File: src/rtl/reqack_pkg.sv
// Shared definitions for two-phase request/acknowledge blocks.
//   clog2_min1  : pointer width for a storage depth, never less than 1 bit
//   SYNC_STAGES : flop count used on asynchronous req/ack crossings
package reqack_pkg;

    localparam int SYNC_STAGES = 2;

    // Pointer width helper. It returns at least 1 so that a depth of 1 or 2
    // still gives a legal, non-zero-width pointer.
    function automatic int clog2_min1(input int n);
        return (n <= 2) ? 1 : $clog2(n);
    endfunction

endpackage

File: src/rtl/reqack_cdc_sync.sv
// N-flop synchronizer for a single-bit two-phase level (req or ack).
//   clk  : destination clock
//   rst  : asynchronous active-high reset, all flops clear to 0
//   i_d  : asynchronous input level
//   o_q  : synchronized level, STAGES clock edges after i_d
module reqack_cdc_sync
    import reqack_pkg::*;
#(
    parameter int STAGES = SYNC_STAGES
) (
    input  logic clk,
    input  logic rst,
    input  logic i_d,
    output logic o_q
);

    logic [STAGES-1:0] r_sync;

    always_ff @(posedge clk or posedge rst) begin
        if (rst) begin
            r_sync <= '0;
        end else begin
            r_sync <= {r_sync[STAGES-2:0], i_d};
        end
    end

    assign o_q = r_sync[STAGES-1];

endmodule

File: src/rtl/reqack_tph_sink_fifo.sv
// Terminal sink of a two-phase req/ack pipeline. Each req phase change is
// taken into a small FIFO. The FIFO contents are offered to synchronous
// logic on a valid/ready stream.
//   clk      : rising-edge clock
//   rst      : asynchronous active-high reset (control only, not storage)
//   req      : two-phase request; each toggle is one transfer
//   ack      : two-phase acknowledge, registered, toggles once per push
//   i_dat    : bundled data, stable while req != ack
//   o_vld    : FIFO non-empty
//   o_rdy    : consumer takes the head entry when o_vld & o_rdy
//   o_dat    : head-of-FIFO data (combinational read)
//   o_level  : number of stored entries
module reqack_tph_sink_fifo
    import reqack_pkg::*;
#(
    parameter int DWIDTH          = 1,
    parameter int DEPTH           = 4,
    parameter bit INCLUDE_CDC_PRV = 1'b0
) (
    input  logic                       clk,
    input  logic                       rst,
    input  logic                       req,
    output logic                       ack,
    input  logic [DWIDTH-1:0]          i_dat,
    output logic                       o_vld,
    input  logic                       o_rdy,
    output logic [DWIDTH-1:0]          o_dat,
    output logic [$clog2(DEPTH):0]     o_level
);

    localparam int AW = clog2_min1(DEPTH);
    localparam int CW = $clog2(DEPTH) + 1;

    if (DEPTH < 2 || (DEPTH & (DEPTH - 1)) != 0) begin : g_bad_depth
        $error("reqack_tph_sink_fifo: DEPTH must be a power of 2 and >= 2");
    end

    logic w_req;

    if (INCLUDE_CDC_PRV) begin : g_cdc
        reqack_cdc_sync #(
            .STAGES (SYNC_STAGES)
        ) u_req_sync (
            .clk (clk),
            .rst (rst),
            .i_d (req),
            .o_q (w_req)
        );
    end else begin : g_no_cdc
        assign w_req = req;
    end

    logic [DWIDTH-1:0] r_mem [DEPTH];
    logic [AW-1:0]     r_wptr;
    logic [AW-1:0]     r_rptr;
    logic [CW-1:0]     r_count;
    logic              r_ack;

    logic w_full;
    logic w_pending;
    logic w_push;
    logic w_pop;

    // A full FIFO blocks the push even when a pop happens on the same edge.
    // The held request is then taken on the following edge. This keeps the
    // push decision independent of o_rdy.
    assign w_full    = (r_count == CW'(DEPTH));
    assign w_pending = w_req ^ r_ack;
    assign w_push    = w_pending & ~w_full;
    assign w_pop     = o_vld & o_rdy;

    always_ff @(posedge clk or posedge rst) begin
        if (rst) begin
            r_ack   <= 1'b0;
            r_wptr  <= '0;
            r_rptr  <= '0;
            r_count <= '0;
        end else begin
            if (w_push) begin
                r_wptr <= r_wptr + 1'b1;
                r_ack  <= ~r_ack;
            end
            if (w_pop) begin
                r_rptr <= r_rptr + 1'b1;
            end
            case ({w_push, w_pop})
                2'b10:   r_count <= r_count + 1'b1;
                2'b01:   r_count <= r_count - 1'b1;
                default: r_count <= r_count;
            endcase
        end
    end

    // Storage is deliberately left out of reset.
    always_ff @(posedge clk) begin
        if (w_push) begin
            r_mem[r_wptr] <= i_dat;
        end
    end

    assign ack     = r_ack;
    assign o_vld   = (r_count != '0);
    assign o_dat   = r_mem[r_rptr];
    assign o_level = r_count;

`ifndef SYNTHESIS
    a_dat_known: assert property (@(posedge clk) disable iff (rst)
        o_vld |-> !$isunknown(o_dat));
    a_count_max: assert property (@(posedge clk) disable iff (rst)
        r_count <= CW'(DEPTH));
    a_no_empty_pop: assert property (@(posedge clk) disable iff (rst)
        w_pop |-> (r_count != '0));
`endif

endmodule

File: config.mk
export PLATFORM = sky130hd
export DESIGN_NAME = reqack_tph_sink_fifo
export DESIGN_NICKNAME = d
export VERILOG_FILES = /design/src/rtl/reqack_pkg.sv /design/src/rtl/reqack_cdc_sync.sv /design/src/rtl/reqack_tph_sink_fifo.sv
export SDC_FILE = /design/constraint.sdc
export NUM_CORES = 1
export LEC_CHECK = 0
export ABC_AREA = 1
export BUFFER_PORTS_ARGS = -buffer_cell sky130_fd_sc_hd__buf_2
export CAP_MARGIN = 10
export CORE_MARGIN = 5
export CORE_UTILIZATION = 53
export DETAILED_ROUTE_END_ITERATION = 10
export PLACE_DENSITY = 0.75
export SETUP_SLACK_MARGIN = 0.2
export SYNTH_ARGS = -nofsm -noshare
export SYNTH_HDL_FRONTEND = slang
export SYNTH_HIERARCHICAL = 1
export SYNTH_SLANG_ARGS = --single-unit
File: constraint.sdc
create_clock -name clk -period 2.1 [get_ports clk]
set_clock_uncertainty 0.1 [all_clocks]
set_input_delay 0.21 -clock clk [delete_from_list [all_inputs] [get_ports clk]]
set_output_delay 0.21 -clock clk [all_outputs]
set_load 0.03 [all_outputs]
# Word-level counts from Yosys, hierarchy flattened
# Memories as Yosys holds them, arrays and structs flattened.
# Cells that the tools add are included.
[totals]
mem_count = 1
wordCells = 22
ramBits = 4
ff_bits = 8
[mem_list]
columns = ["memory", "words", "word_bits", "read_ports", "rd_clocked_by_memory_dff", "write_ports", "line", "rtl"]
rows = [
  ["r_mem", 4, 1, 1, 0, 1, "reqack_tph_sink_fifo.sv:53", "logic [DWIDTH-1:0] r_mem [DEPTH];"],
]
[classes]
muxes = 3
bitwise_logic = 5
eq_ne = 3
n_reduce_logical = 2
add_sub_neg = 4
[ops]
columns = ["operator", "count"]
rows = [
  ["one-hot mux 3 bit (2 select lines)", 1],
  ["adder 2 x 1 -> 2 bit, second input constant", 2],
  ["adder 3 x 1 -> 3 bit, second input constant", 1],
  ["equality test 3 bit, second input constant", 1],
  ["nonzero test 3 bit", 1],
  ["subtractor 3 x 1 -> 3 bit, second input constant", 1],
  ["AND 1 bit", 2],
  ["equality test 2 x 1 -> 1 bit, second input constant", 1],
  ["equality test 2 bit, second input constant", 1],
  ["2-to-1 mux 1 bit", 2],
  ["NOT 1 bit", 2],
  ["nonzero test 2 bit", 1],
  ["XOR 1 bit", 1],
]

# Longest topological paths before layout
# Gate-level depths: netlist of the first run.
[depth]
word_depth = 5
depth_mapped = 12
mapped_depth_nobuf = 12

# Worst setup path after synthesis of the first run
# Ideal clock, no wire load.
[synth_path]
path_type = "reg2reg"
start = "register r_count[2] (netlist: o_level[2])"
end = "register r_count[2] (netlist: o_level[2])"
stages_incl_launch_ff = 12
slack_ns = 0.057
synth_period_minus_slack_ns = 2.043
required_time_ns = 1.882
arrival_ns = 1.825
path_cell_list = "dfrtp_1 inv_1 nand3_2 nand2_2 inv_1 ha_1 inv_1 fa_1 nand2_1 nand3_1 nand2_1 nand2_1"
[synth_between]
elab_cells_between_ends = 11
cone_classes = "add/sub: 2; eq/ne: 3; mux: 1; bitwise: 3; reduce/logical: 2"
[synth_rtl]
columns = ["element", "line", "rtl"]
rows = [
  ["start: declaration", "reqack_tph_sink_fifo.sv:56", "logic [CW-1:0] r_count;"],
  ["start signal: assignment", "reqack_tph_sink_fifo.sv:87", "2'b10: r_count <= r_count + 1'b1;"],
  ["start signal: assignment", "reqack_tph_sink_fifo.sv:88", "2'b01: r_count <= r_count - 1'b1;"],
  ["start signal: assignment", "reqack_tph_sink_fifo.sv:89", "default: r_count <= r_count;"],
  ["nonzero test 3 bit *", "reqack_tph_sink_fifo.sv:102", "assign o_vld = (r_count != '0);"],
  ["net o_vld", "reqack_tph_sink_fifo.sv:25", "output logic o_vld,"],
  ["AND 1 bit *", "reqack_tph_sink_fifo.sv:70", "assign w_pop = o_vld & o_rdy;"],
  ["net w_pop", "reqack_tph_sink_fifo.sv:62", "logic w_pop;"],
  ["equality test 2 x 1 -> 1 bit / equality test 2 bit (equally long branches)", "reqack_tph_sink_fifo.sv:86", "case ({w_push, w_pop})"],
  ["one-hot mux 3 bit (2 select lines) / nonzero test 2 bit (equally long branches)", "-", ""],
]
# Mark *: on every way through the listed nets, which the timed path passes. The rest lies on a longest branch.
# A chain may end at the register's enable or synchronous reset.

# Final worst setup path of the first run
[layout_path]
start = "register r_count[0] (netlist: o_level[0])"
end = "register r_count[2] (netlist: o_level[2])"
[layout_between]
elab_chain_len = 5
elab_cells_between_ends = 11
cone_classes = "add/sub: 2; eq/ne: 3; mux: 1; bitwise: 3; reduce/logical: 2"
[layout_rtl]
columns = ["element", "line", "rtl"]
rows = [
  ["equality test 3 bit", "reqack_tph_sink_fifo.sv:67", "assign w_full = (r_count == CW'(DEPTH));"],
  ["NOT 1 bit", "reqack_tph_sink_fifo.sv:69", "assign w_push = w_pending & ~w_full;"],
  ["AND 1 bit", "reqack_tph_sink_fifo.sv:69", ""],
  ["equality test 2 x 1 -> 1 bit / equality test 2 bit (equally long branches)", "reqack_tph_sink_fifo.sv:86", ""],
  ["one-hot mux 3 bit (2 select lines) / nonzero test 2 bit (equally long branches)", "-", ""],
]
# Several ways; a longest one is shown, not always the timed one.

==> results of run 1 <==
[synthesized netlist by cell type, drive strengths merged]
library cell  instances
ha                    5
nand4                 1
nand2                25
o21ai                 2
fa                    1
dfrtp                 8
o211ai                2
xnor2                 1
edfxtp                4
nor2                  4
nand3                 7
inv                  20
[routing by layer]
metal | global-route usage | up-vias | share of wire
met1 | 0.152 | 239 | 0.41
met4 | 0.0852 | 0 | 0.016
met3 | 0.0352 | 4 | 0.047
met5 | 0 | - | 0
li1 | - | 276 | -
met2 | 0.247 | 11 | 0.53
[power groups by stage]
stage	Sequential [mW]	Combinational, mW	Clock, mW
6_report	0.434	0.741	0.147
5_1_grt	0.450	0.832	0.164
4_1_cts	0.434	0.707	0.148
3_5_place_dp	0.430	0.699	0
3_3_place_gp	0.425	0.664	0
2_1_floorplan	0.486	0.467	0
[how the worst min path moves through the flow]
stage / start / to / cells past startpoint
finish: i_dat / r_mem[1] / 1
global route: i_dat / r_mem[2] / 1
CTS: i_dat / r_mem[1] / 1
floorplan: rst / ack / 1
detailed placement: rst / r_rptr[0] / 2
global placement: rst / r_rptr[1] / 2
[flip-flops by register name, summed over array words and instances, names as in the netlist]
name	count
r_mem	4
r_rptr	2
o_level	3
r_wptr	2
ack	1
[metrics by stage]
stage / util / worst slack (ps)
floorplan: - / 221
global placement: 0.608 / 244
detailed placement: 0.608 / 194
CTS: 0.641 / 203
global route: 0.659 / 207
finish: 0.659 / 305
[area by class of cell]
cell class                 count  area [um2]  area share
sequential                    12         324       0.388
multi-input combinational     48         312       0.373
inverter                      20        80.1      0.0958
timing repair buffer          13        75.1      0.0898
clock buffer                   3        22.5      0.0269
tap                           15        18.8      0.0225
clock inverter                 1        3.75     0.00449
[worst register-to-register path: cells and delay by family (launching register included)]
kind,cells,cell delay [ps]
adders and majority gates,2,530
and+or+nand+nor,6,440
buffers and inverters,2,170
DFF,1,440
[logic make-up after synthesis]
kind of cell / Yosys count / synth area share
xor gates and xnor gates: 1 / 0.0127
and+or+nand+nor: 37 / 0.260
buffers and inverters: 20 / 0.108
AOI/OAI and AO/OA: 4 / 0.0362
adders and majority gates: 6 / 0.119
DFF: 12 / 0.463
[what timing repair did]
item / 4_1_cts / 5_1_grt
buffers inserted: 0 / 2
gates resized for setup: 2 / 5
hold buffers: 1 / 0
hold endpoints to repair: 8 / 0
pin swaps: 0 / 1
setup endpoints to repair: 1 / 2
==> metrics.md, run 1 <==
| Metric | Value |
|---|---|
| DRT Pass-1 Iters | `4` |
| Pwr/cell area | `1580 mW/mm2` |
| Die Footprint | `0.00213 mm2` |
| Reg power frac | `0.328` |
| Cells after synthesis | `80` |
| Routed Wire Length | `1200 um` |
| Count of final setup violators | `0` |
| Total GRT Usage | `0.142` |
| Top-area cell type share of the netlist area | `0.289` |
| First-pass GRT wire length | `~2100 um` |
| CTS Buf Count | `3` |
| Outcome | `complete, no violations` |
| Top post-synthesis cells by area | `dfrtp_1, edfxtp_1, nand2_1` |
| Avg Cell Area, Syn | `8.65 um2` |
| Net Sw Frac | `0.483` |
| Hold Crit Class | `in -> reg` |
| P_int | `0.684 mW` |
| Reg clk slew, reported paths | `80 ps` |
| Static Leak | `0.438 nW` |
| Initial antenna violation count | `0` |
| Row cnt | `13` |
| Ratio of cells with drive above 1 in the final layout | `0.299` |
| Post-Syn Area | `slightly below 700 um2` |
| Wire per inst | `between 10 and 15 um` |
| Filler instances | `115` |
| CP arrival | `around 1900 ps` |
| Boundary Pins | `11` |
| Post-synthesis sequential area ratio | `0.463` |
| F_max | `0.557 GHz` |
| Fin crit period | `1790 ps` |
| Initial core utilization | `0.545` |
| Area post-placement | `772 um2` |
| Design Power | `1.32 mW` |
| Die W | `between 40 and 50 um` |
| Die H | `46.1 um` |
| Crit Path Class | `reg -> reg` |
| Vias in the first global route | `between 500 and 600` |
| Critical path's top delay family | `adder cells` |
| Initial drt markers | `13` |
| HPWL after detailed placement | `978 um` |
| CTS root buffer | `clkbuf_4` |
| Via/cell ratio | `roughly 4.7` |
| Commonest non-fill, non-tap cells in the layout | `nand2_1, inv_1, buf_2` |
| Cell Count, Final, Fillers Out | `112` |
| Dominant cell type by area after synthesis | `dfrtp_1` |
| Hold Slack | `between 50 and 60 ps` |
| CP Capture Type | `flop` |
| R2R Setup Slk | `310 ps` |
| Peak fanout along the critical path | `5` |
| Critical Path RT | `about 2200 ps` |
| Most common cell after layout, fill and taps aside | `nand2_1` |
| Reg2Reg Depth | `10` |
| Max incr delay on CP | `440 ps` |
| Core area | `around 0.0013 mm2` |
| Cell breakdown of the critical path | `inv_4 -> nand3_4 -> nand2_4 -> ha_2 -> inv_1 -> fa_2 -> nand2_2 -> nand3_1 -> nand2_1 -> nand2_1` |
| Most used cell, CP | `nand2_1` |
| Buf/Inv on CP | `2` |
| P_sw | `0.639 mW` |
| CTS Buffer Depth | `2` |
| Final-report max-slew violation count | `0` |
| Clock sink total | `12` |
| Deepest level of the CTS H-tree | `1` |
| Worst slew pin tran | `337 ps` |
| CTS tree | `built` |
| Final Cycle Share | `0.855` |
| Max_slew headroom | `0.775` |
| Pin count of the biggest net entering global routing | `9` |
| Layout area overhead | `20.8%` |
| Antenna viol nets, final | `0` |
| Yosys cell types | `17` |
| Levels on crit path | `10` |
| Post-route cell area | `836 um2` |
| Syn. warnings | `6` |
| Critical Path End | `o_level[2]` |
| Clock power share | `0.111` |
| Fin. Hold Viols | `0` |
| Vias | `530` |
| Max-Cap Viols | `0` |
| Setup tns final | `0 ps` |
| Clk_lat worst skew | `approximately 270 ps` |
| Worst vdd ir | `0.899 mV` |
| Slowest stage cell, crit path | `dfrtp_2` |
| Port Buffers | `10` |
| FF+latch count, synth | `12` |
| Final nets | `109` |
| Syn_nets | `91` |
| Logic pwr share | `0.561` |
| Reg-to-Reg Start | `o_level[0]` |
| Crit start category | `flop` |
| DRC | `0` |
| RD Place Congestion | `~0.73` |
| Reg2reg end | `o_level[2]` |
| Critical Path Source | `o_level[0]` |
| Placed insts | `about 110` |
| RSZ-0062 raised after global routing | `no` |
| # diodes | `0` |
| Remaining Overflow, GRT | `0` |
Power figures use the tool's default switching activity.
==> run 2, diff against run 1 <==
Settings changed: ABC_AREA 1 to unset, CORE_AREA set to 2 2 39 41, CORE_MARGIN 5 to unset, CORE_UTILIZATION 53 to unset, CTS_CLUSTER_DIAMETER set to 200, DIE_AREA set to 0 0 41 43, PLACE_DENSITY 0.75 to 0.69.
==> metrics.md, run 2 <==
| Metric | Value |
|---|---|
| Commonest non-fill, non-tap cells in the layout | `buf_2, inv_1, buf_4 (was nand2_1, inv_1, buf_2)` |
| CTS root buffer | `clkbuf_4 (unchanged)` |
| Post_cts resized | `0 (was 2)` |
| Setup tns final | `0 ps (unchanged)` |
| Total GRT Usage | `0.143 (was 0.142)` |
| Dominant cell type by area after synthesis | `dfrtp_1 (unchanged)` |
| Most used routing layer | `met1 (was met2)` |
| Min-Delay Path Depth | `1 (unchanged)` |
| DRT Pass-1 Iters | `4 (unchanged)` |
| Remaining Overflow, GRT | `0 (unchanged)` |
| Pin count of the biggest net entering global routing | `9 (unchanged)` |
| Crit start category | `flop (unchanged)` |
| Die H | `43 um (was 46.1 um)` |
| Clk_lat worst skew | `270 ps (about the same)` |
| Largest register FFs | `4 (unchanged)` |
| Top post-synthesis cells by area | `dfrtp_1, edfxtp_1, ha_1 (was dfrtp_1, edfxtp_1, nand2_1)` |
| CP Capture Type | `flop (unchanged)` |
| Post-synthesis sequential area ratio | `0.511 (was 0.463)` |
| Initial drt markers | `5 (was 13)` |
| Ratio of cells with drive above 1 in the final layout | `0.471 (was 0.299)` |
| First-pass GRT wire length | `1610 um (was 2080 um)` |
| Row cnt | `14 (was 13)` |
| Main synth FF type | `dfrtp_1 (unchanged)` |
| Cells after synthesis | `47 (was 80)` |
| DRC | `0 (unchanged)` |
| Syn. warnings | `6 (unchanged)` |
| Commonest cells in the netlist | `dfrtp_1, inv_1, ha_1 (was nand2_1, inv_1, dfrtp_1)` |
| Post-synth EDFFs | `4 (unchanged)` |
| Filler instances | `110 (was 115)` |
| CP arrival | `1950 ps (was 1860 ps)` |
| Deepest level of the CTS H-tree | `1 (unchanged)` |
| Pwr/cell area | `1610 mW/mm2 (was 1580 mW/mm2)` |
| Wire per inst | `10.7 um (about the same)` |
| Fraction of met2 tracks used by global routing | `0.194 (was 0.247)` |
| Most flop-heavy register | `r_mem (unchanged)` |
| Static Leak | `0.369 nW (was 0.438 nW)` |
| Yosys cell types | `19 (was 17)` |
| FF+latch count, synth | `12 (unchanged)` |
| Top-area cell type share of the netlist area | `0.319 (was 0.289)` |
| Vias in the first global route | `385 (was 527)` |
| Initial core utilization | `0.453 (was 0.545)` |
| Mux cell area share after synthesis | `0.0938 (was 0)` |
| Reg2Reg Depth | `9 (was 10)` |
| Worst vdd ir | `0.751 mV (was 0.899 mV)` |
| Core area | `0.00138 mm2 (was 0.00127 mm2)` |
| Boundary Pins | `11 (unchanged)` |
| # diodes | `0 (unchanged)` |
| CTS Buf Count | `3 (unchanged)` |
| Async SR Flop Fraction | `0.667 (unchanged)` |
| Avg Cell Area, Syn | `13.3 um2 (was 8.65 um2)` |
| Cell Count, Final, Fillers Out | `84 (was 112)` |
| HPWL after detailed placement | `680 um (was 978 um)` |
| Largest family of logic cells by synthesized area | `adder cells (was simple AND/OR/NAND/NOR gates)` |
| Port Buffers | `10 (unchanged)` |
| Routed Wire Length | `899 um (was 1200 um)` |
| Count leader, synth | `dfrtp_1 (was nand2_1)` |
| Met3 Track Usage GR | `0.0314 (was 0.0352)` |
| Critical Path RT | `2190 ps (was 2160 ps)` |
| Max_slew headroom | `0.793 (was 0.775)` |
| Via/cell ratio | `4.55 (was 4.73)` |
| Most common cell after layout, fill and taps aside | `buf_2 (was nand2_1)` |
| Worst slew pin tran | `309 ps (was 337 ps)` |
| Fin. Hold Viols | `0 (unchanged)` |
| Xor/xnor cell area share of the yosys netlist | `0.0978 (was 0.0127)` |
| Synth Area in Simple Gates | `0.0818 (was 0.260)` |
| Max-Cap Viols | `0 (unchanged)` |
| Initial antenna violation count | `0 (unchanged)` |
| Crit Path Class | `reg -> reg (unchanged)` |
| Peak fanout along the critical path | `3 (was 5)` |
| Final nets | `80 (was 109)` |
| Die W | `41 um (was 46.1 um)` |
| Die Footprint | `0.00176 mm2 (was 0.00213 mm2)` |
| F_max | `0.537 GHz (was 0.557 GHz)` |
| Final-report max-slew violation count | `0 (unchanged)` |
| Vias | `382 (was 530)` |
| Hold Crit Class | `in -> reg (unchanged)` |
| Compound-Gate Fraction of Synth Area | `0.0419 (was 0.0362)` |
| Placed insts | `73 (was 105)` |
| Post-synthesis adder-cell area fraction | `0.132 (was 0.119)` |
| CTS tree | `built (unchanged)` |
| Outcome | `complete, no violations (unchanged)` |
| Met1 usage | `0.206 (was 0.152)` |
| Reg clk slew, reported paths | `70 ps (was 80 ps)` |
| Fin crit period | `1860 ps (was 1790 ps)` |
| Syn_nets | `58 (was 91)` |
| RD Place Congestion | `0.711 (was 0.730)` |
| RSZ-0062 raised after global routing | `yes (was no)` |
| Count of final setup violators | `0 (unchanged)` |
| CTS Buffer Depth | `2 (unchanged)` |
| Post-Syn Area | `627 um2 (was 692 um2)` |
| Final Cycle Share | `0.887 (was 0.855)` |
| Clock sink total | `12 (unchanged)` |
| Antenna viol nets, final | `0 (unchanged)` |
| Layout area overhead | `27.7% (was 20.8%)` |
==> run 2: path summary, 6_finish.rpt <==
check / from / to / slack [ps]
worst max-delay path: ack / o_level[2] / 240
worst min-delay path: i_dat / r_mem[3] / 60
worst max register to register: ack / o_level[2] / 240
worst min register to register: r_rptr[1] / r_rptr[1] / 380
max in group asynchronous: rst / o_level[2] / 1320
min in group asynchronous: rst / r_wptr[0] / 320
==> run 2: report_power, final <==
part / internal [mW] / switching [mW] / leakage, nW / total (mW)
registers: 0.352 / 0.0822 / 0.126 / 0.434
clock network: 0.0736 / 0.0742 / 0.0150 / 0.148
logic: 0.339 / 0.370 / 0.228 / 0.710
==> run 2: worst max-delay path: stages, from the launching register on <==
cell and delay, ps:
dfrtp_2 430, xnor2_2 170, a21oi_4 40, inv_1 60
ha_2 170, inv_1 50, fa_2 330, xor2_1 150
nor2_1 140, xor2_1 160
==> run 2: area by class of cell <==
type | instances | area, um2 | area share
inverters | 7 | 26.3 | 0.0328
clock buffers | 4 | 26.3 | 0.0328
multi-input cells | 28 | 298 | 0.372
well taps | 16 | 20.0 | 0.0250
repair buffers | 17 | 105 | 0.131
flip-flops and latches | 12 | 325 | 0.406
==> run 2: layer usage <==
metal / share of wire / up-vias
met5: 0 / -
met4: 0.022 / 0
met3: 0.049 / 3
met2: 0.48 / 10
met1: 0.44 / 174
li1: - / 195
==> run 2: cell families after synthesis <==
family	count (synthesis)
DFF	12
and+or+nand+nor	9
xor gates and xnor gates	7
buffers and inverters	7
adders and majority gates	6
muxes	4
AOI/OAI and AO/OA	2
==> run 2: per-stage QoR <==
step / util / area, um2 / hold WS, ps / total power [mW] / worst slack (ps)
finish: 0.579 / 801 / 56.2 / 1.29 / 237
detailed placement: 0.520 / 719 / 72.4 / 1.07 / 180
floorplan: - / 649 / -74.6 / 0.935 / 193
global route: 0.579 / 801 / 62.5 / 1.40 / 88.9
CTS: 0.573 / 793 / 60.9 / 1.29 / 211
global placement: 0.520 / 719 / 68.8 / 1.06 / 179
==> run 2: repair_timing <==
item,4_1_cts,5_1_grt
pin swaps,4,3
hold buffers,1,0
setup buffers,5,1
setup endpoints to repair,1,1
endpoints found under the hold margin,8,0
